==> src/rtl/reg_wb_if.sv <==
// Writeback bus between the result producer and reg_wb, including the
// register-file write port and the pending-write hazard query.
interface reg_wb_if;
   logic        in_valid;
   logic        in_ready;
   logic [4:0]  in_rd;
   logic        in_regwen;
   logic [31:0] in_data;
   logic        in_is_load;
   logic [2:0]  in_funct3;
   logic [1:0]  in_byte_off;
   logic        wb_stall;
   logic        RegWEn;
   logic [4:0]  rsW;
   logic [31:0] dataW;
   logic [4:0]  query_rs;
   logic        query_hit;

   modport master (
      output in_valid, in_rd, in_regwen, in_data, in_is_load, in_funct3,
             in_byte_off, wb_stall, query_rs,
      input  in_ready, RegWEn, rsW, dataW, query_hit
   );

   modport slave (
      input  in_valid, in_rd, in_regwen, in_data, in_is_load, in_funct3,
             in_byte_off, wb_stall, query_rs,
      output in_ready, RegWEn, rsW, dataW, query_hit
   );
endinterface

==> src/rtl/reg_wb.sv <==
// Writeback stage: 2-entry result FIFO with load formatting at push, a
// registered register-file write port, and a pending-write hazard query.
module reg_wb (
   input  logic      clk,
   input  logic      rst_n,
   reg_wb_if.slave   bus
);
   typedef struct packed {
      logic [4:0]  rd;
      logic        regwen;
      logic [31:0] data;
   } wb_entry_t;

   // slot 0 is always the head; a pop shifts slot 1 down
   wb_entry_t [1:0] slot_q, slot_d;
   logic [1:0]      count_q, count_d;
   logic            regwen_q, regwen_d;
   logic [4:0]      rsw_q, rsw_d;
   logic [31:0]     dataw_q, dataw_d;

   logic            push, pop, wr_idx;
   logic [1:0]      slot_vld;
   logic [31:0]     shifted;
   logic [7:0]      ld_byte;
   logic [15:0]     ld_half;
   logic [31:0]     fmt_data;
   logic            hit;

   assign bus.in_ready = (count_q != 2'd2);
   assign push         = bus.in_valid && bus.in_ready;
   assign pop          = !bus.wb_stall && (count_q != 2'd0);
   assign wr_idx       = count_q[0] & ~pop;
   assign slot_vld     = {count_q == 2'd2, count_q != 2'd0};

   always_comb begin
      shifted  = bus.in_data >> {bus.in_byte_off, 3'b000};
      ld_byte  = shifted[7:0];
      ld_half  = bus.in_byte_off[1] ? bus.in_data[31:16] : bus.in_data[15:0];
      fmt_data = bus.in_data;
      if (bus.in_is_load) begin
         case (bus.in_funct3)
            3'b000:  fmt_data = {{24{ld_byte[7]}}, ld_byte};
            3'b100:  fmt_data = {24'd0, ld_byte};
            3'b001:  fmt_data = {{16{ld_half[15]}}, ld_half};
            3'b101:  fmt_data = {16'd0, ld_half};
            default: fmt_data = bus.in_data;
         endcase
      end
   end

   always_comb begin
      slot_d   = slot_q;
      count_d  = count_q + {1'b0, push} - {1'b0, pop};
      regwen_d = 1'b0;
      rsw_d    = rsw_q;
      dataw_d  = dataw_q;
      if (pop) begin
         regwen_d  = slot_q[0].regwen && (slot_q[0].rd != 5'd0);
         rsw_d     = slot_q[0].rd;
         dataw_d   = slot_q[0].data;
         slot_d[0] = slot_q[1];
      end
      if (push) begin
         slot_d[wr_idx].rd     = bus.in_rd;
         slot_d[wr_idx].regwen = bus.in_regwen;
         slot_d[wr_idx].data   = fmt_data;
      end
   end

   always_ff @(posedge clk or negedge rst_n) begin
      if (!rst_n) begin
         slot_q   <= '0;
         count_q  <= 2'd0;
         regwen_q <= 1'b0;
         rsw_q    <= 5'd0;
         dataw_q  <= 32'd0;
      end else begin
         slot_q   <= slot_d;
         count_q  <= count_d;
         regwen_q <= regwen_d;
         rsw_q    <= rsw_d;
         dataw_q  <= dataw_d;
      end
   end

   // x0 is never a hazard; both buffered entries and the output stage count
   always_comb begin
      hit = 1'b0;
      if (bus.query_rs != 5'd0) begin
         for (int i = 0; i < 2; i++)
            if (slot_vld[i] && slot_q[i].regwen && slot_q[i].rd == bus.query_rs)
               hit = 1'b1;
         if (regwen_q && rsw_q == bus.query_rs)
            hit = 1'b1;
      end
   end

   assign bus.query_hit = hit;
   assign bus.RegWEn    = regwen_q;
   assign bus.rsW       = rsw_q;
   assign bus.dataW     = dataw_q;
endmodule

==> src/flat_wrapper.sv <==
// flat-port wrapper written by rule: the top's interface ports become plain ports
module reg_wb_flat 
  (clk, rst_n, bus_in_valid, bus_in_rd, bus_in_regwen, bus_in_data, bus_in_is_load, bus_in_funct3, bus_in_byte_off, bus_wb_stall, bus_query_rs, bus_in_ready, bus_RegWEn, bus_rsW, bus_dataW, bus_query_hit);
  reg_wb_if bus_i ();
  input  logic clk;
  input  logic rst_n;
  input wire logic [$bits(bus_i.in_valid)-1:0] bus_in_valid;
  input wire logic [$bits(bus_i.in_rd)-1:0] bus_in_rd;
  input wire logic [$bits(bus_i.in_regwen)-1:0] bus_in_regwen;
  input wire logic [$bits(bus_i.in_data)-1:0] bus_in_data;
  input wire logic [$bits(bus_i.in_is_load)-1:0] bus_in_is_load;
  input wire logic [$bits(bus_i.in_funct3)-1:0] bus_in_funct3;
  input wire logic [$bits(bus_i.in_byte_off)-1:0] bus_in_byte_off;
  input wire logic [$bits(bus_i.wb_stall)-1:0] bus_wb_stall;
  input wire logic [$bits(bus_i.query_rs)-1:0] bus_query_rs;
  output wire logic [$bits(bus_i.in_ready)-1:0] bus_in_ready;
  output wire logic [$bits(bus_i.RegWEn)-1:0] bus_RegWEn;
  output wire logic [$bits(bus_i.rsW)-1:0] bus_rsW;
  output wire logic [$bits(bus_i.dataW)-1:0] bus_dataW;
  output wire logic [$bits(bus_i.query_hit)-1:0] bus_query_hit;
  assign bus_i.in_valid = bus_in_valid;
  assign bus_i.in_rd = bus_in_rd;
  assign bus_i.in_regwen = bus_in_regwen;
  assign bus_i.in_data = bus_in_data;
  assign bus_i.in_is_load = bus_in_is_load;
  assign bus_i.in_funct3 = bus_in_funct3;
  assign bus_i.in_byte_off = bus_in_byte_off;
  assign bus_i.wb_stall = bus_wb_stall;
  assign bus_i.query_rs = bus_query_rs;
  assign bus_in_ready = bus_i.in_ready;
  assign bus_RegWEn = bus_i.RegWEn;
  assign bus_rsW = bus_i.rsW;
  assign bus_dataW = bus_i.dataW;
  assign bus_query_hit = bus_i.query_hit;
  reg_wb u_core (.clk(clk), .rst_n(rst_n), .bus(bus_i));
endmodule
==> config.mk <==
export PLATFORM = sky130hd
export DESIGN_NAME = reg_wb_flat
export DESIGN_NICKNAME = d
export VERILOG_FILES = /design/src/rtl/reg_wb_if.sv /design/src/rtl/reg_wb.sv /design/src/flat_wrapper.sv
export SDC_FILE = /design/constraint.sdc
export NUM_CORES = 1
export LEC_CHECK = 0
export CAP_MARGIN = 0
export CORE_ASPECT_RATIO = 1.5
export CORE_MARGIN = 5
export CORE_UTILIZATION = 49
export CTS_CLUSTER_SIZE = 28
export DETAILED_ROUTE_END_ITERATION = 8
export GPL_TIMING_DRIVEN = 0
export PLACE_DENSITY = 0.85
export SLEW_MARGIN = 20
export SYNTH_ARGS = -nofsm -noshare
export SYNTH_HDL_FRONTEND = slang
export SYNTH_SLANG_ARGS = --single-unit
==> constraint.sdc <==
create_clock -name clk -period 5.7 [get_ports clk]
set_clock_uncertainty 0.2 [all_clocks]
set_input_delay 0.855 -clock clk [delete_from_list [all_inputs] [get_ports clk]]
set_output_delay 0.855 -clock clk [all_outputs]
set_load 0.005 [all_outputs]
# Word level (Yosys, flattened, before mapping)
# Index checks and enable logic that the tools add are counted.
[op_classes]
add_sub_neg = 2
n_lt_le_gt_ge = 2
eq_ne = 8
shift = 1
muxes = 19
n_bitwise = 2
reduce_logical = 14
[ops]
columns = ["operator", "count"]
rows = [
  ["bitwise mux 76 bit", 3],
  ["one-hot mux 32 bit (4 select lines)", 1],
  ["demux 38 bit (select 1 bit)", 3],
  ["two-way mux 38 bit", 3],
  ["two-way mux 32 bit", 2],
  ["two-way mux 33 bit", 1],
  [">> shifter 32 x 5 -> 8 bit", 1],
  ["two-way mux 16 bit", 1],
  ["== test 5 bit", 3],
  ["nonzero test 5 bit", 2],
  ["logical AND 1 bit", 9],
  ["== test 3 bit, second input constant", 2],
  ["two-way mux 1 bit", 5],
  ["== test 3 x 1 -> 1 bit, second input constant", 1],
  ["zero test 3 bit", 1],
  ["adder 2 x 1 -> 2 bit", 1],
  ["== test 2 bit, second input constant", 1],
  ["< comparator 1 x 2 -> 1 bit, second input constant", 1],
  ["!= test 2 bit, second input constant", 1],
  ["nonzero test 2 bit", 1],
  ["subtractor 2 x 1 -> 2 bit", 1],
  ["bitwise AND 1 bit", 1],
  ["greater-or-equal comparator 1 bit, second input constant", 1],
  ["zero test 1 bit", 1],
  ["inverter 1 bit", 1],
]
[totals]
ff_bits = 116
input_bits = 53
out_inout_bits = 40
wordCells = 58

# Depth between registers and ports, before layout
[logic_depth]
ltp_word = 12
ltp_mapped = 9
ltp_nobuf = 6

# Worst setup path before layout
# Ideal clock, no wire load.
[synth_timing]
kind = "input to register"
from = "input port bus_wb_stall"
to = "register u_core.slot_q[22] (netlist bit)"
setup_ns = 0.122
t_arrival_ns = 2.778
slack_ns = 2.601
path_stages = 9
cell_sequence = "o21bai_2 clkbuf_1 clkbuf_1 ha_1 nand2b_1 nor2_1 nand3_2 buf_2 a32o_1"
[synth_rtl]
columns = ["element", "line", "text"]
rows = [
  ["from (decl)", "flat_wrapper.sv:14", "input wire logic [$bits(bus_i.wb_stall)-1:0] bus_wb_stall;"],
  ["to (signal assigned)", "reg_wb.sv:78", "slot_q <= slot_d;"],
  ["to (decl)", "reg_wb.sv:15", "wb_entry_t [1:0] slot_q, slot_d;"],
]

==> results by group <==
Yosys
  • YS warnings: 0
  • Area fraction of the dominant cell type after synthesis: 0.504
  • Dominant combinational cell family by area after synthesis: simple AND/OR/NAND/NOR gates
  • Post-Syn Area per Cell: 9.12 sq um
  • Simple-gate share of the synthesized area: 0.247
  • Cell area after synthesis: 5760 sq um
  • Async SR Flop Fraction: 1.00
  • Synthesized net count: 687
  • EDFF count, synth: 0
  • Share of synthesized cell area in full adder, half adder and majority cells: 0.00652
  • Ranking of synthesized cells by area: sky130_fd_sc_hd__dfrtp_1 (50%), sky130_fd_sc_hd__nand2_1 (14%), sky130_fd_sc_hd__mux2i_1 (4.2%), sky130_fd_sc_hd__nand3_1 (3.0%), sky130_fd_sc_hd__a32o_1 (2.8%)
  • Post-synthesis sequential area ratio: 0.504
  • Count of cell types in the netlist: 48
  • Library cell occupying the most area in the post-synthesis netlist: sky130_fd_sc_hd__dfrtp_1
  • Xor/xnor share of the synthesized area: 0.0259
  • Top-count cell post-synth: sky130_fd_sc_hd__nand2_1
  • Post-synthesis instance total: 631
  • Mux cell area share after synthesis: 0.0535
  • Main flop type after synthesis: sky130_fd_sc_hd__dfrtp_1
  • List of most frequent post-synthesis cells: sky130_fd_sc_hd__nand2_1 (210), sky130_fd_sc_hd__dfrtp_1 (116), sky130_fd_sc_hd__nand3_1 (34)
  • Compound-cell area share of the yosys netlist: 0.126
  • #FFs+latches synth: 116

Route
  • First-iteration detailed-routing DRC count: 382
  • Router iterations before antenna repair: 5
  • Total routed wirelength: 17.1 mm
  • Remaining design rule violation count: 0
  • Overall via count from detail_route: 5263
  • Avg Vias per Cell: 5.82
  • Routed Antenna Nets: 0
  • Wire length per cell: 18.9 um

Floorplanning
  • # rows: 48
  • Initial cell density of the core: 0.499
  • Die ar.: 14100 sq um
  • Floorplan die width: 98.5 um
  • Floorplan die height: 143 um
  • Placeable Area: 11500 sq um
  • Total I/O pin count: 93

Global route
  • Pin count of the biggest net entering global routing: 84
  • Initial antenna violation count: 0
  • Vias in the first global route: 5401
  • Global-route wire length before repair: 27.8 mm
  • Global route total overflow: 0
  • Gr usage total: 0.250

Worst setup path
  • Stage delay of the slowest cell on the critical path: 600 ps
  • Crit Path Class: input port to flip-flop
  • Worst Path Required: 5790 ps
  • Cell-by-cell listing of the critical path: clkdlybuf4s50_1 > o21bai_2 > clkbuf_1 > clkbuf_1 > ha_1 > nand2b_1 > nor2_1 > nand3_2 > buf_2 > a32o_1
  • Critical path startpoint category: input port
  • Slowest stage cell on the critical path: sky130_fd_sc_hd__nor2_1
  • Crit path top cell by count: sky130_fd_sc_hd__clkbuf_1
  • CP max FO: 10
  • Kind of end point of the critical path: flip-flop
  • Worst endpoint data arrival time: 4080 ps

Clock network
  • CTS tree: yes
  • Cts repair resizes: 0
  • Hold Buf Count CTS: 0
  • Clock root cell: sky130_fd_sc_hd__clkbuf_16
  • TritonCTS buffer count: 17
  • Clock Sink Count: 116
  • Setup repair bufs after CTS: 0
  • Reg clk slew, reported paths: 60 ps
  • Worst-case clock buffer depth: 2
  • Max H-tree Level: 4
  • Clock insertion delay at the later pin of the skew report: 410 ps

Timing
  • Hold violation total from the final report: 0
  • RSZ-0062 raised after global routing: false
  • Fmax achieved: 0.251 GHz
  • Pins Over Slew Limit: 0
  • Measured slew at the worst slew-check pin: 773 ps
  • Period Utilization, post-route: 0.700
  • Crit path time final: 3990 ps
  • Worst-case headroom to the max-slew limit: 0.483
  • Number of failing setup endpoints in the final timing report: 0
  • Setup total negative slack: 0 ps

Status
  • Result of the run: complete, no violations

Layout
  • Final Net Count: 797
  • Share of final-layout standard cells stronger than drive strength 1: 0.0849
  • Non-Filler Cell Area, Final: 7460 sq um
  • Count of fill cells added during filler insertion: 938
  • Sequential standard cell area: 2900 sq um
  • Footprint of the multi-input gates: 2650 sq um
  • Antenna Diode Count: 0
  • Area growth from synthesis to layout: 29.5%

Power
  • Power density of the placed cells: 534 nW/um^2
  • Standby leakage power: 3.47 nW
  • Worst ir drop on vdd: 0.000361 V

Placement
  • Post-Place Cell Area: 6870 sq um
  • I/O Buffers: 90
  • RePlAce Congestion: 0.932
  • Detailed-placement wirelength estimate: 12.5 mm

Job
  • Number of max-cap violations: 0

Hold path
  • Hold/Removal Path Class: input port to asynchronous set/reset pin
-- metal layers --
layer  part of all wire  GRT usage  up-vias
li1                   -          -     2411
met1               0.37      0.289     2539
met2               0.53      0.446      263
met3              0.062     0.0508       50
met4              0.041      0.109        0
met5                  0          0        -
-- critical path, delay by kind of cell --
kind | cells | cell delay, ps
fa+ha+maj | 1 | 320
simple gates | 3 | 1090
compound gates | 2 | 510
buf+inv | 4 | 1300
-- metrics by stage --
stage	hold WS, ps	std cells	total power (W)	util	setup WS [ps]
global placement	252	871	0.00286	0.594	-745
global route	139	904	0.00424	0.647	1520
finish	124	904	0.00398	0.647	1710
floorplan	238	631	0.00231	-	2600
CTS	132	904	0.00398	0.647	1720
detailed placement	257	872	0.00293	0.596	1350
-- final timing paths --
| check | slack (ps) | cells past startpoint | startpoint | end |
|---|---|---|---|---|
| min in group clk | 260 | 2 | u_core.slot_q[0]$_DFF_PN0_ | u_core.bus.dataW[0]$_DFFE_PN0P_ |
| min reg2reg | 260 | 2 | u_core.slot_q[0]$_DFF_PN0_ | u_core.bus.dataW[0]$_DFFE_PN0P_ |
| max | 1710 | 10 | bus_wb_stall | u_core.slot_q[29]$_DFF_PN0_ |
| min | 120 | 1 | rst_n | u_core.bus.dataW[17]$_DFFE_PN0P_ |
| max reg2reg | 2110 | 9 | u_core.count_q[0]$_DFF_PN0_ | u_core.slot_q[26]$_DFF_PN0_ |
| max in group asynchronous | 4450 | 2 | rst_n | u_core.bus.dataW[19]$_DFFE_PN0P_ |
-- cell usage in the layout, fill, tap and decap left out, types with 5 or more instances in the layout --
| cell type | netlist | routed |
|---|---|---|
| sky130_fd_sc_hd__clkdlybuf4s50_1 | 0 | 89 |
| sky130_fd_sc_hd__o21ai_0 | 22 | 22 |
| sky130_fd_sc_hd__a31oi_1 | 7 | 7 |
| sky130_fd_sc_hd__nand2b_1 | 11 | 11 |
| sky130_fd_sc_hd__a21oi_1 | 9 | 9 |
| sky130_fd_sc_hd__a211oi_1 | 12 | 12 |
| sky130_fd_sc_hd__a221oi_1 | 17 | 17 |
| sky130_fd_sc_hd__clkbuf_1 | 21 | 21 |
| sky130_fd_sc_hd__nor2_1 | 26 | 26 |
| sky130_fd_sc_hd__xor2_1 | 12 | 12 |
| sky130_fd_sc_hd__clkbuf_16 | 0 | 17 |
| sky130_fd_sc_hd__dfrtp_1 | 116 | 116 |
| sky130_fd_sc_hd__buf_2 | 17 | 17 |
| sky130_fd_sc_hd__and3_1 | 13 | 13 |
| sky130_fd_sc_hd__nand3_1 | 34 | 34 |
| sky130_fd_sc_hd__a32o_1 | 16 | 16 |
| sky130_fd_sc_hd__nand2_1 | 210 | 210 |
| sky130_fd_sc_hd__xnor2_1 | 5 | 5 |
| sky130_fd_sc_hd__mux2i_1 | 24 | 24 |
-- flip-flops by register name (all words and copies together), names as in the netlist --
signal	flops
u_core.bus.rsW	5
u_core.count_q	2
u_core.bus.dataW	32
u_core.bus.RegWEn	1
u_core.slot_q	76
-- power by group --
group	internal [W]	total [W]	leakage (nW)	switching [W]
clock network	0.000645	0.00104	0.276	0.000397
registers	0.00122	0.00147	1.42	0.000253
logic	0.000705	0.00147	1.77	0.000763
total	0.00257	0.00398	3.47	0.00141
-- kinds of logic (layout without fill, tap and decap cells) --
group / count (synthesis) / after routing
simple gates: 320 / 320
mux: 29 / 29
xor+xnor: 17 / 17
fa+ha+maj: 3 / 3
compound gates: 98 / 98
buf+inv: 48 / 171
flops: 116 / 116
-- layout make-up --
| cell class | count | share of cell area |
|---|---|---|
| buffer | 43 | 0.0255 |
| clock buffer | 17 | 0.0570 |
| clock inverter | 15 | 0.0211 |
| inverter | 5 | 0.00252 |
| multi-input combinational | 467 | 0.355 |
| sequential | 116 | 0.389 |
| tap | 150 | 0.0252 |
| timing repair buffer | 91 | 0.125 |
Power figures use the tool's default switching activity.
